`config.mk`:
```
export PLATFORM = sky130hd
export DESIGN_NAME = intr_ctrl
export DESIGN_NICKNAME = d
export VERILOG_FILES = /design/src/rtl/intr_ctrl.sv
export SDC_FILE = /design/constraint.sdc
export NUM_CORES = 1
export LEC_CHECK = 0
export ABC_AREA = 1
export BUFFER_PORTS_ARGS = -buffer_cell sky130_fd_sc_hd__clkbuf_2
export CAP_MARGIN = 0
export CORE_ASPECT_RATIO = 1.4
export CORE_UTILIZATION = 50
export DETAILED_ROUTE_END_ITERATION = 7
export HOLD_SLACK_MARGIN = 0.05
export PLACE_DENSITY_LB_ADDON = 0.12
export SLEW_MARGIN = 20
export SYNTH_ARGS = -nofsm -noshare
export SYNTH_HDL_FRONTEND = slang
export SYNTH_SLANG_ARGS = --single-unit
```
`constraint.sdc`:
```
create_clock -name CLK -period 2.63 [get_ports CLK]
set_input_delay 0.1315 -clock CLK [delete_from_list [all_inputs] [get_ports CLK]]
set_output_delay 0.1315 -clock CLK [all_outputs]
set_load 0.02 [all_outputs]
```
`src/rtl/intr_ctrl.sv`:
```
// MMIO interrupt controller for the OTTER IOBUS: edge-latched sources plus a
// periodic tick timer, masked into a fixed-length INTR pulse with ACK hold-off.
module intr_ctrl #(
    parameter logic [31:0] BASE_AD   = 32'h11000080,
    parameter int          NUM_SRC   = 4,
    parameter int          PULSE_LEN = 2
) (
    input  logic                 CLK,
    input  logic                 RST_N,
    input  logic [31:0]          IOBUS_ADDR,
    input  logic [31:0]          IOBUS_OUT,
    input  logic                 IOBUS_WR,
    input  logic [NUM_SRC-1:1]   SRC,
    output logic [31:0]          RD_DATA,
    output logic                 RD_HIT,
    output logic                 INTR
);

    localparam logic [31:0] A_PEND = BASE_AD;
    localparam logic [31:0] A_MASK = BASE_AD + 32'h4;
    localparam logic [31:0] A_ACK  = BASE_AD + 32'h8;
    localparam logic [31:0] A_TPER = BASE_AD + 32'hC;
    localparam logic [31:0] A_TCNT = BASE_AD + 32'h10;
    localparam logic [7:0]  PULSE_INIT = 8'(PULSE_LEN - 1);

    typedef enum logic [1:0] {S_IDLE, S_ASSERT, S_WAIT_ACK} state_t;

    state_t               r_state;
    logic [7:0]           r_cnt;
    logic                 r_intr;
    logic [NUM_SRC-1:0]   r_pend;
    logic [NUM_SRC-1:0]   r_mask;
    logic [NUM_SRC-1:1]   r_src_q;
    logic [31:0]          r_tper;
    logic [31:0]          r_tcnt;

    logic                 w_wr_pend, w_wr_mask, w_ack, w_wr_tper;
    logic                 w_tick;
    logic [NUM_SRC-1:0]   w_set, w_clr;

    assign w_wr_pend = IOBUS_WR && (IOBUS_ADDR == A_PEND);
    assign w_wr_mask = IOBUS_WR && (IOBUS_ADDR == A_MASK);
    assign w_ack     = IOBUS_WR && (IOBUS_ADDR == A_ACK);
    assign w_wr_tper = IOBUS_WR && (IOBUS_ADDR == A_TPER);

    // A TPER write restarts the count and suppresses the wrap event on that edge.
    assign w_tick = !w_wr_tper && (r_tper != 32'd0) && (r_tcnt == r_tper - 32'd1);
    assign w_set  = {SRC & ~r_src_q, w_tick};
    assign w_clr  = w_wr_pend ? IOBUS_OUT[NUM_SRC-1:0] : '0;

    always_ff @(posedge CLK or negedge RST_N) begin
        if (!RST_N) begin
            r_tper <= '0;
            r_tcnt <= '0;
        end else if (w_wr_tper) begin
            r_tper <= IOBUS_OUT;
            r_tcnt <= '0;
        end else if (r_tper == 32'd0 || w_tick) begin
            r_tcnt <= '0;
        end else begin
            r_tcnt <= r_tcnt + 32'd1;
        end
    end

    always_ff @(posedge CLK or negedge RST_N) begin
        if (!RST_N) begin
            r_src_q <= '0;
            r_pend  <= '0;
            r_mask  <= '0;
        end else begin
            r_src_q <= SRC;
            r_pend  <= (r_pend & ~w_clr) | w_set;
            if (w_wr_mask)
                r_mask <= IOBUS_OUT[NUM_SRC-1:0];
        end
    end

    always_ff @(posedge CLK or negedge RST_N) begin
        if (!RST_N) begin
            r_state <= S_IDLE;
            r_cnt   <= '0;
            r_intr  <= 1'b0;
        end else begin
            case (r_state)
                S_IDLE: begin
                    if (|(r_pend & r_mask)) begin
                        r_state <= S_ASSERT;
                        r_cnt   <= PULSE_INIT;
                        r_intr  <= 1'b1;
                    end
                end
                S_ASSERT: begin
                    if (w_ack) begin
                        r_state <= S_IDLE;
                        r_intr  <= 1'b0;
                    end else if (r_cnt == 8'd0) begin
                        r_state <= S_WAIT_ACK;
                        r_intr  <= 1'b0;
                    end else begin
                        r_cnt <= r_cnt - 8'd1;
                    end
                end
                S_WAIT_ACK: begin
                    if (w_ack)
                        r_state <= S_IDLE;
                end
                default: begin
                    r_state <= S_IDLE;
                    r_intr  <= 1'b0;
                end
            endcase
        end
    end

    assign INTR = r_intr;

    always_comb begin
        RD_DATA = '0;
        RD_HIT  = 1'b0;
        case (IOBUS_ADDR)
            A_PEND: begin RD_DATA = 32'(r_pend); RD_HIT = 1'b1; end
            A_MASK: begin RD_DATA = 32'(r_mask); RD_HIT = 1'b1; end
            A_TPER: begin RD_DATA = r_tper;      RD_HIT = 1'b1; end
            A_TCNT: begin RD_DATA = r_tcnt;      RD_HIT = 1'b1; end
            default: ;
        endcase
    end

endmodule
```
==> flow_summary_export.csv, run 1 <==
group,metric,value,unit
pwr,vdd_drop_max,0.325,mV
final_layout,drive_above_1_share,15.6,%
clock_tree,cts.clk_slew.worst_paths,0.06,ns
detailed_routing,ant_nets,0,
logic_synthesis,syn_inst,959,
place,hpwl,14800,um
detailed_routing,viasPerCell,5.39,
clock_tree,cts_setup_buffers,0,
logic_synthesis,async_reset_ff_share,100,%
global_routing,grt.total_usage,30.8,%
floorplan,die_area,12900,sq um
timing,grt_setup_unrepaired,"false",
timing,timing.fmax,413,MHz
logic_synthesis,yosys_warnings,0,
logic_synthesis,synth_area_leaders,"dfrtp_1, nand2_1, nor2_1",
status,status,"finished clean",
floorplan,rows,47,
floorplan,initial_core_util,51.9,%
logic_synthesis,synth_flop_cell,"dfrtp_1",
global_routing,grt_pass1_wl,30300,um
timing,skew,0.00693,ns
setup_path,worst_ep_arrival_time,2.65,ns
final_layout,fill_cells,1136,
final_layout,multiInputGateArea,3490,sq um
logic_synthesis,synth_seq_cells,86,
pwr,power_density,357,nW/um^2
clock_tree,cts_root_buf,"clkbuf_16",
setup_path,worst_ep_required_time,2.85,ns
clock_tree,cts.htree.levels,3,
logic_synthesis,syn_area,6230,sq um
final_layout,ff_latch_area,2150,sq um
timing,fin_setup_tns,0,ns
setup_path,start_kind,"flop",
clock_tree,cts_buffers,9,
detailed_routing,drt_iter0_markers,317,
detailed_routing,drc,0,
global_routing,globalRouteOverflowTotal,0,
place,globalplace.congestion,1.01,
floorplan,dieWidth,96.3,um
timing,period_needed,2.42,ns
timing,timing_hold_violations_final,0,
logic_synthesis,synth_edf_count,0,
logic_synthesis,syn_nets,1034,
floorplan,dieHeight,134,um
detailed_routing,drt_wl_total,19100,um
floorplan,io_pins,104,
final_layout,nets,1176,
pwr,leakagePower,3.58,nW
detailed_routing,wl_per_cell,15.2,um
run,drv_cap,0,
timing,slew-limit-headroom,53.5,%
logic_synthesis,synth_area_per_cell,6.50,sq um
logic_synthesis,yosys.area.top_type,"dfrtp_1",
logic_synthesis,synthDominantCellAreaShare,34.5,%
detailed_routing,num_vias,6758,
final_layout,syn2layout_area_growth,22.1,%
logic_synthesis,ys_types,36,
clock_tree,insertion_delay,0.34,ns
detailed_routing,drt_pre_antenna_iters,5,
clock_tree,cts_tree,"yes",
global_routing,grt_pass1_vias,6408,
place,io_buffers,103,
timing,slew_viol_final,0,
min_path,hold_path_class,"in2reg",
timing,tightestPinTransition,0.696,ns
setup_path,cp_max_fo,23,
setup_path,crit_type,"reg2reg",
timing,finalCritPeriodShare,92.1,%
clock_tree,clock-sinks,86,
timing,hold_ws,0.0572,ns
global_routing,antenna_found_initial,0,
clock_tree,cts_buffer_depth,2,
final_layout,num_antenna_cells,0,
floorplan,coreArea,12000,sq um
timing,setup_viol,0,
logic_synthesis,synth_seq_area_share,34.5,%
global_routing,grt_max_degree,47,
setup_path,worst_setup_path_end_kind,"flop",
report_power, final:
group / internal [mW] / total [mW] / leakage (nW) / switching [mW]
clock: 0.734 / 1.25 / 0.137 / 0.514
sequential: 1.33 / 1.33 / 0.962 / 0.000861
combinational: 0.0785 / 0.145 / 2.49 / 0.0669
total: 2.14 / 2.72 / 3.58 / 0.582
final cells by class:
cell class	count	area share (%)
Inverter	127	6.27
Timing Repair Buffer	154	13.4
Sequential cell	86	28.3
Tap cell	147	2.42
Clock buffer	12	3.11
Clock inverter	4	0.625
Multi-Input combinational cell	723	45.9
critical path: stages, from the launching register on:
cell and delay [ns]:
dfrtp_1 0.44, nor2_1 0.28, nand2_2 0.18, nor2_8 0.20, nand2_2 0.09, nor2_1 0.11
nand2_1 0.05, nand2_1 0.08, nor2_1 0.04, nor2_1 0.10, nand2_1 0.05, nor2_1 0.17
nand3_2 0.14, nand2_4 0.11, buf_12 0.17, nor2_1 0.06
synth_stat cells (all sizes together) (10+ instances only):
cell type	n
nand2	260
nor2	186
inv	127
dfrtp	86
nand3	76
o21ai	64
o22ai	27
nand4	24
xor2	18
nor3	16
clkbuf	13
xnor2	13
buf	10
placed cells by master (no fill, tap or decap), types with 2 or more instances in the layout:
cell type        n
nand2_1        254
nor2_1         163
inv_1          126
clkbuf_2       102
dfrtp_1         86
nand3_1         74
o21ai_0         62
dlygate4sd3_1   33
o22ai_1         27
nand4_1         24
nor2_2          18
xor2_1          18
buf_4           16
nor3_1          15
xnor2_1         13
clkbuf_16        9
nand3b_1         6
a21oi_1          5
o31ai_1          5
a221oi_1         4
nor2_4           4
nand2_2          4
or2_2            4
ha_1             4
nor4_1           3
o211ai_1         3
clkbuf_1         3
buf_12           3
nor3b_1          2
nand2_4          2
o21ai_1          2
nand3_2          2
clkinv_2         2
through the flow:
step / worst slack, ns / instances / power [mW] / utilization (%) / area [sq um]
floorplan: 0.562 / 959 / 1.37 / - / 6230
global placement: 0.199 / 1204 / 1.46 / 58.2 / 6980
detailed placement: 0.177 / 1204 / 1.46 / 58.2 / 6980
CTS: 0.160 / 1253 / 2.75 / 63.3 / 7590
global route: 0.0129 / 1253 / 2.82 / 63.4 / 7610
finish: 0.208 / 1253 / 2.72 / 63.4 / 7610
worst paths after layout:
path	end	start	slack (ns)	depth (start not counted)
max	r_tcnt[14]	r_tper[4]	0.21	15
min	r_tper[3]	IOBUS_OUT[3]	0.06	3
max reg2reg	r_tcnt[14]	r_tper[4]	0.21	15
min reg2reg	r_pend[3]	r_src_q[3]	0.43	1
max in group asynchronous	r_tcnt[28]	RST_N	1.65	3
min in group asynchronous	r_tper[10]	RST_N	0.35	2
metal layers:
layer / global-route usage [%] / wire length [um] / share of wire, %
met2: 54.2 / 9480 / 50
met3: 3.97 / 919 / 4.8
met1: 35.3 / 7740 / 41
met4: 17.1 / 958 / 5.0
met5: 0 / 0 / 0
what timing repair did:
| action | 4_1_cts | 5_1_grt |
|---|---|---|
| hold buffers | 33 | 0 |
| gates resized for setup | 0 | 3 |
| endpoints found under the hold margin | 80 | 0 |
| endpoints found under the setup margin | 0 | 32 |
state kept, by name, indices dropped and copies added (netlist names):
register  flops
r_tcnt       32
r_tper       32
INTR          1
r_mask        4
r_pend        4
r_state       2
r_cnt         8
r_src_q       3
logic make-up (layout without fill, tap and decap cells):
| kind of cell | Yosys count | in the layout | synth area share [%] |
|---|---|---|---|
| AOI/OAI and AO/OA | 109 | 109 | 9.90 |
| buffers and inverters | 150 | 297 | 9.82 |
| DFF | 86 | 86 | 34.5 |
| and+or+nand+nor | 578 | 578 | 40.4 |
| xor gates and xnor gates | 31 | 31 | 4.36 |
| adders and majority gates | 5 | 5 | 1.00 |
Note: power is estimated with default switching activity, not from simulation.
==> inputs of run 2 (changes only) <==
Settings changed: CORE_MARGIN set to 3.
Clock period 2.63 ns to 2.5 ns, I/O delays scaled along.
==> run 2 against run 1 <==
Sequential power is 5% higher. Power is 11% higher. Fmax up 4.4%. Critical path type unchanged. Highest routed layer unchanged.
==> flow_summary_export.csv, run 2 (synthesized netlist as in run 1, its figures left out) <==
group,metric,value,unit
status,status,"finished clean",
clock_tree,cts.clk_slew.worst_paths,0.07,ns
min_path,hp-start,"IOBUS_WR",
detailed_routing,viasPerCell,5.43,
min_path,hold_depth,3,
final_layout,final_util,64.6,%
timing,fin_setup_tns,0,ns
timing,tightestPinTransition,0.711,ns
detailed_routing,num_vias,6838,
final_layout,final_common_cell,"nand2_1",
detailed_routing,ant_nets,0,
timing,skew,0.00766,ns
place,hpwl,15000,um
final_layout,drive_above_1_share,17.4,%
global_routing,grt_pass1_vias,6780,
clock_tree,cts.htree.levels,3,
final_layout,num_antenna_cells,0,
timing,setup_viol,0,
floorplan,die_area,13900,sq um
clock_tree,cts_root_buf,"clkbuf_16",
setup_path,worstSetupPathDepth,13,
place,io_buffers,103,
final_layout,ff_latch_area,2150,sq um
clock_tree,cts_setup_buffers,0,
final_layout,finalNonFillerCells,1260,
timing,timing_hold_violations_final,0,
detailed_routing,drt_pre_antenna_iters,5,
setup_path,reg2reg_depth,13,
clock_tree,cts_buffer_depth,2,
global_routing,grt.total_usage,28.4,%
floorplan,dieWidth,100,um
setup_path,worst_setup_path_end_kind,"flop",
timing,timing.fmax,431,MHz
run,drv_cap,0,
global_routing,grt_max_degree,52,
global_routing,antenna_found_initial,0,
place,place_ws,0.113,ns
setup_path,rr_startpoint,"r_tper[7]",
final_layout,largestRegisters,"r_tcnt (32), r_tper (32), r_cnt (8)",
setup_path,crit_slowest_cell,"dfrtp_1",
setup_path,start_kind,"flop",
final_layout,final_cell_mix,"nand2_1, nor2_1, inv_1",
final_layout,multiInputGateArea,3530,sq um
detailed_routing,drt_iter0_markers,363,
setup_path,reg2reg_to,"r_tcnt[22]",
floorplan,io_pins,104,
setup_path,worst-path-buf-inv,1,
global_routing,globalRouteOverflowTotal,0,
setup_path,crit_chain,"nor2_4, nand2_1, nor2_1, nand3_1, nand2_1, nand2_1, nand2_1, nand3_1, nor2_1, nand3_2, nand2_4, buf_12, nor2_1",
final_layout,syn2layout_area_growth,24.4,%
setup_path,slowest_delay,0.46,ns
timing,slew_viol_final,0,
setup_path,r2r_setup_slack,0.18,ns
floorplan,initial_core_util,51.9,%
min_path,hold_path_class,"in2reg",
setup_path,worst_ep_arrival_time,2.54,ns
clock_tree,clock-sinks,86,
place,globalplace.congestion,1.01,
floorplan,rows,47,
min_path,hold_end,"r_mask[2]",
clock_tree,cts_tree,"yes",
timing,layout_setup_ws,0.181,ns
global_routing,grt_pass1_wl,31400,um
setup_path,worst_ep_required_time,2.72,ns
pwr,vdd_drop_max,0.277,mV
pwr,leakagePower,3.63,nW
timing,finalCritPeriodShare,92.8,%
detailed_routing,drc,0,
setup_path,critPathTopFamily,"simple AND/OR/NAND/NOR gates",
clock_tree,insertion_delay,0.34,ns
setup_path,crit_top_cell,"nand2_1",
timing,period_needed,2.32,ns
final_layout,nets,1184,
detailed_routing,drt_wl_total,19600,um
floorplan,coreArea,12000,sq um
clock_tree,cts_buffers,9,
timing,grt_setup_unrepaired,"false",
setup_path,cp_max_fo,23,
place,dp_cells,1209,
final_layout,fill_cells,1146,
detailed_routing,wl_per_cell,15.6,um
pwr,power_density,390,nW/um^2
setup_path,crit_type,"reg2reg",
timing,slew-limit-headroom,52.6,%
floorplan,dieHeight,138,um
-- run 2: what timing repair did --
action                     CTS  global route
gates resized for setup      0            19
hold endpoints to repair    88             0
hold buffers                36             0
setup endpoints to repair    0            32
-- run 2: power breakdown --
part	internal (mW)	switching, mW	leakage, nW
combinational	0.0856	0.0722	2.51
sequential	1.39	0.000816	0.962
clock	0.901	0.573	0.159
-- run 2: worst max path at each step --
stage | endpoint | slack (ns) | start
after floorplan | r_tcnt[10] | 0.43 | r_tper[0]
after global placement | r_tcnt[12] | 0.18 | r_tper[5]
after detailed placement | r_tcnt[18] | 0.11 | r_tper[0]
after CTS | r_tcnt[18] | 0.10 | r_tper[0]
after global routing | r_tcnt[22] | 0.008 | r_tper[0]
final | r_tcnt[22] | 0.18 | r_tper[7]
-- run 2: area by class of cell --
class | instances | share of cell area [%]
clock inverter | 5 | 1.07
multi-input combinational | 723 | 45.5
clock buffer | 10 | 3.08
timing repair buffer | 162 | 14.0
inverter | 127 | 6.15
tap | 147 | 2.37
sequential | 86 | 27.8
-- run 2: layer usage --
metal  share of wire (%)  vias up  global-route usage [%]  wire [um]
li1                    -     3369                       -          -
met4                 5.1        0                    14.6       1010
met3                 5.9       74                    4.28       1150
met5                   0        -                       0          0
met1                  38     3126                    31.5       7390
met2                  51      269                    51.3      10100
-- run 2: tightest hold or removal path, cell delays in order --
cell	delay [ns]
clkbuf_2	0.12
nand2_1	0.20
o21ai_0	0.10
-- run 2: stage by stage --
| step | hold slack (ns) | instance area (sq um) | total power, mW |
|---|---|---|---|
| after detailed placement | 0.217 | 7010 | 1.54 |
| after CTS | 0.244 | 7700 | 3.05 |
| after global placement | 0.218 | 7010 | 1.53 |
| after global routing | 0.302 | 7750 | 3.12 |
| after floorplan | -0.171 | 6230 | 1.44 |
| final | 0.254 | 7750 | 3.03 |
==> inputs of run 3 (changes only) <==
Settings changed: CELL_PAD_IN_SITES_DETAIL_PLACEMENT set to 1, CELL_PAD_IN_SITES_GLOBAL_PLACEMENT set to 1, CORE_UTILIZATION 50 to 40, HOLD_SLACK_MARGIN 0.05 to not set, MAX_ROUTING_LAYER set to met4.
==> run 3 against run 2 <==
Clock skew about the same. Highest routed layer unchanged. Clock power down 4%. Largest power group unchanged. Worst hold slack worse by 0.25 ns. Core utilization down 13 points. Sequential share of layout area down 0.17 points. Combinational power down 6%. Via count up 1.9%. Non-clock buffer count up 4. Register-to-register slack worse by 0.06 ns. Global-route usage down 0.33 points.
==> flow_summary_export.csv, run 3 (synthesized netlist as in run 1, its figures left out) <==
group,metric,value,unit
final_layout,largestRegisters,"r_tcnt (32), r_tper (32), r_cnt (8)",
setup_path,worstSetupPathDepth,13,
global_routing,globalRouteOverflowTotal,0,
detailed_routing,wl_per_cell,17.7,um
global_routing,antenna_found_initial,0,
setup_path,start_kind,"flop",
detailed_routing,ant_nets,0,
clock_tree,cts_buffers,9,
final_layout,final_cell_mix,"nand2_1, nor2_1, inv_1",
timing,slew_viol_final,0,
setup_path,worst_ep_required_time,2.74,ns
status,status,"finished clean",
timing,tightestPinTransition,0.688,ns
clock_tree,cts_root_buf,"clkbuf_16",
floorplan,dieHeight,154,um
final_layout,drive_above_1_share,19.3,%
setup_path,critPathTopFamily,"simple AND/OR/NAND/NOR gates",
global_routing,grt.total_usage,28.1,%
setup_path,worst_setup_path_end_kind,"flop",
floorplan,dieWidth,111,um
final_layout,final_common_cell,"nand2_1",
setup_path,crit_top_cell,"nand2_1",
detailed_routing,drc,0,
timing,grt_setup_unrepaired,"true",
pwr,power_density,378,nW/um^2
timing,skew,0.00790,ns
place,globalplace.congestion,0.959,
min_path,hold_path_class,"in2reg",
floorplan,io_pins,104,
setup_path,crit_type,"reg2reg",
setup_path,reg2reg_depth,13,
final_layout,fill_cells,2063,
floorplan,initial_core_util,41.2,%
global_routing,grt_pass1_vias,7394,
place,dp_cells,1264,
floorplan,coreArea,15100,sq um
pwr,vdd_drop_max,0.342,mV
clock_tree,cts.clk_slew.worst_paths,0.07,ns
setup_path,worst_ep_arrival_time,2.62,ns
detailed_routing,drt_pre_antenna_iters,5,
pwr,leakagePower,3.65,nW
setup_path,rr_startpoint,"r_tper[7]",
timing,finalCritPeriodShare,95.2,%
detailed_routing,num_vias,6968,
pwr,power,2.95,mW
final_layout,num_antenna_cells,0,
setup_path,worst-path-buf-inv,1,
global_routing,grt_max_degree,40,
detailed_routing,drt_iter0_markers,271,
timing,period_needed,2.38,ns
place,hpwl,18100,um
setup_path,crit_slowest_cell,"dfrtp_1",
timing,timing_hold_violations_final,0,
clock_tree,cts.htree.levels,3,
setup_path,slowest_delay,0.44,ns
setup_path,critPathLaunch,"r_tper[7]",
final_layout,finalNonFillerCells,1308,
timing,timing.fmax,420,MHz
clock_tree,insertion_delay,0.36,ns
clock_tree,cts_tree,"yes",
timing,setup_viol,0,
detailed_routing,viasPerCell,5.33,
floorplan,die_area,17100,sq um
floorplan,rows,53,
clock_tree,clock-sinks,86,
setup_path,reg2reg_to,"r_tcnt[12]",
setup_path,r2r_setup_slack,0.12,ns
clock_tree,cts_buffer_depth,2,
place,io_buffers,103,
setup_path,cp_max_fo,6,
run,drv_cap,0,
timing,slew-limit-headroom,53.8,%
final_layout,nets,1188,
setup_path,crit_chain,"nor2_2, nand2_1, nor2_1, nand3_1, nand2_1, nand2_1, nand2_1, nand3_1, nor2_2, nand3_2, nand2_4, buf_4, nor2_1",
final_layout,syn2layout_area_growth,25.3,%
global_routing,grt_pass1_wl,37300,um
setup_path,crit_end,"r_tcnt[12]",
detailed_routing,drt_wl_total,23100,um
## run 3: report_power, final
part | internal (mW) | switching (mW)
Clock | 0.818 | 0.588
Sequential | 1.39 | 0.000691
Combinational | 0.0766 | 0.0728
## run 3: layout make-up
class / count / area (sq um) / area share [%]
clock inverter: 3 / 45.0 / 0.577
clock buffer: 11 / 253 / 3.24
inverter: 127 / 477 / 6.11
multi-input combinational: 723 / 3550 / 45.5
sequential: 86 / 2150 / 27.6
tap: 192 / 240 / 3.08
timing repair buffer: 166 / 1080 / 13.9
## run 3: worst register-to-register path: cells and delay by family (launching register included)
family | cells | cell delay (ns)
buf+inv | 1 | 0.17
flops | 1 | 0.44
simple gates | 12 | 1.65
## run 3: what timing repair did
item / 4_1_cts / 5_1_grt
setup endpoints to repair: 31 / 32
buffers inserted: 0 / 4
pin swaps: 0 / 3
resized for setup: 2 / 26
cloned: 0 / 0
hold buffers: 26 / 0
endpoints found under the hold margin: 56 / 0
## run 3: worst min-delay path by stage
stage | startpoint | end | slack, ns | depth (start not counted)
after global routing | IOBUS_OUT[26] | r_tper[26] | 0.01 | 3
final | IOBUS_OUT[26] | r_tper[26] | 0.001 | 3
after detailed placement | RST_N | r_tcnt[3] | 0.10 | 1
after CTS | IOBUS_OUT[26] | r_tper[26] | 0.0001 | 3
after floorplan | RST_N | INTR | -0.17 | 0
after global placement | RST_N | r_tcnt[3] | 0.11 | 1
## run 3: routing by layer
layer  track usage, %  share of wire, %
met3             4.02               4.3
met2             50.9                53
met1             30.6                39
met4             11.6               3.6
met5                -                 0
## run 3: per-stage QoR
step	setup WS, ns	hold slack (ns)	area [sq um]	utilization (%)	TNS [ns]
3_5_place_dp	-0.0206	0.101	7130	47.2	-0.115
4_1_cts	0.0310	0.000121	7700	51.0	0
3_3_place_gp	0.0692	0.108	7130	47.2	0
5_1_grt	-0.0395	0.0122	7800	51.6	-0.659
2_1_floorplan	0.432	-0.171	6230	-	0
6_report	0.121	0.00139	7800	51.6	0
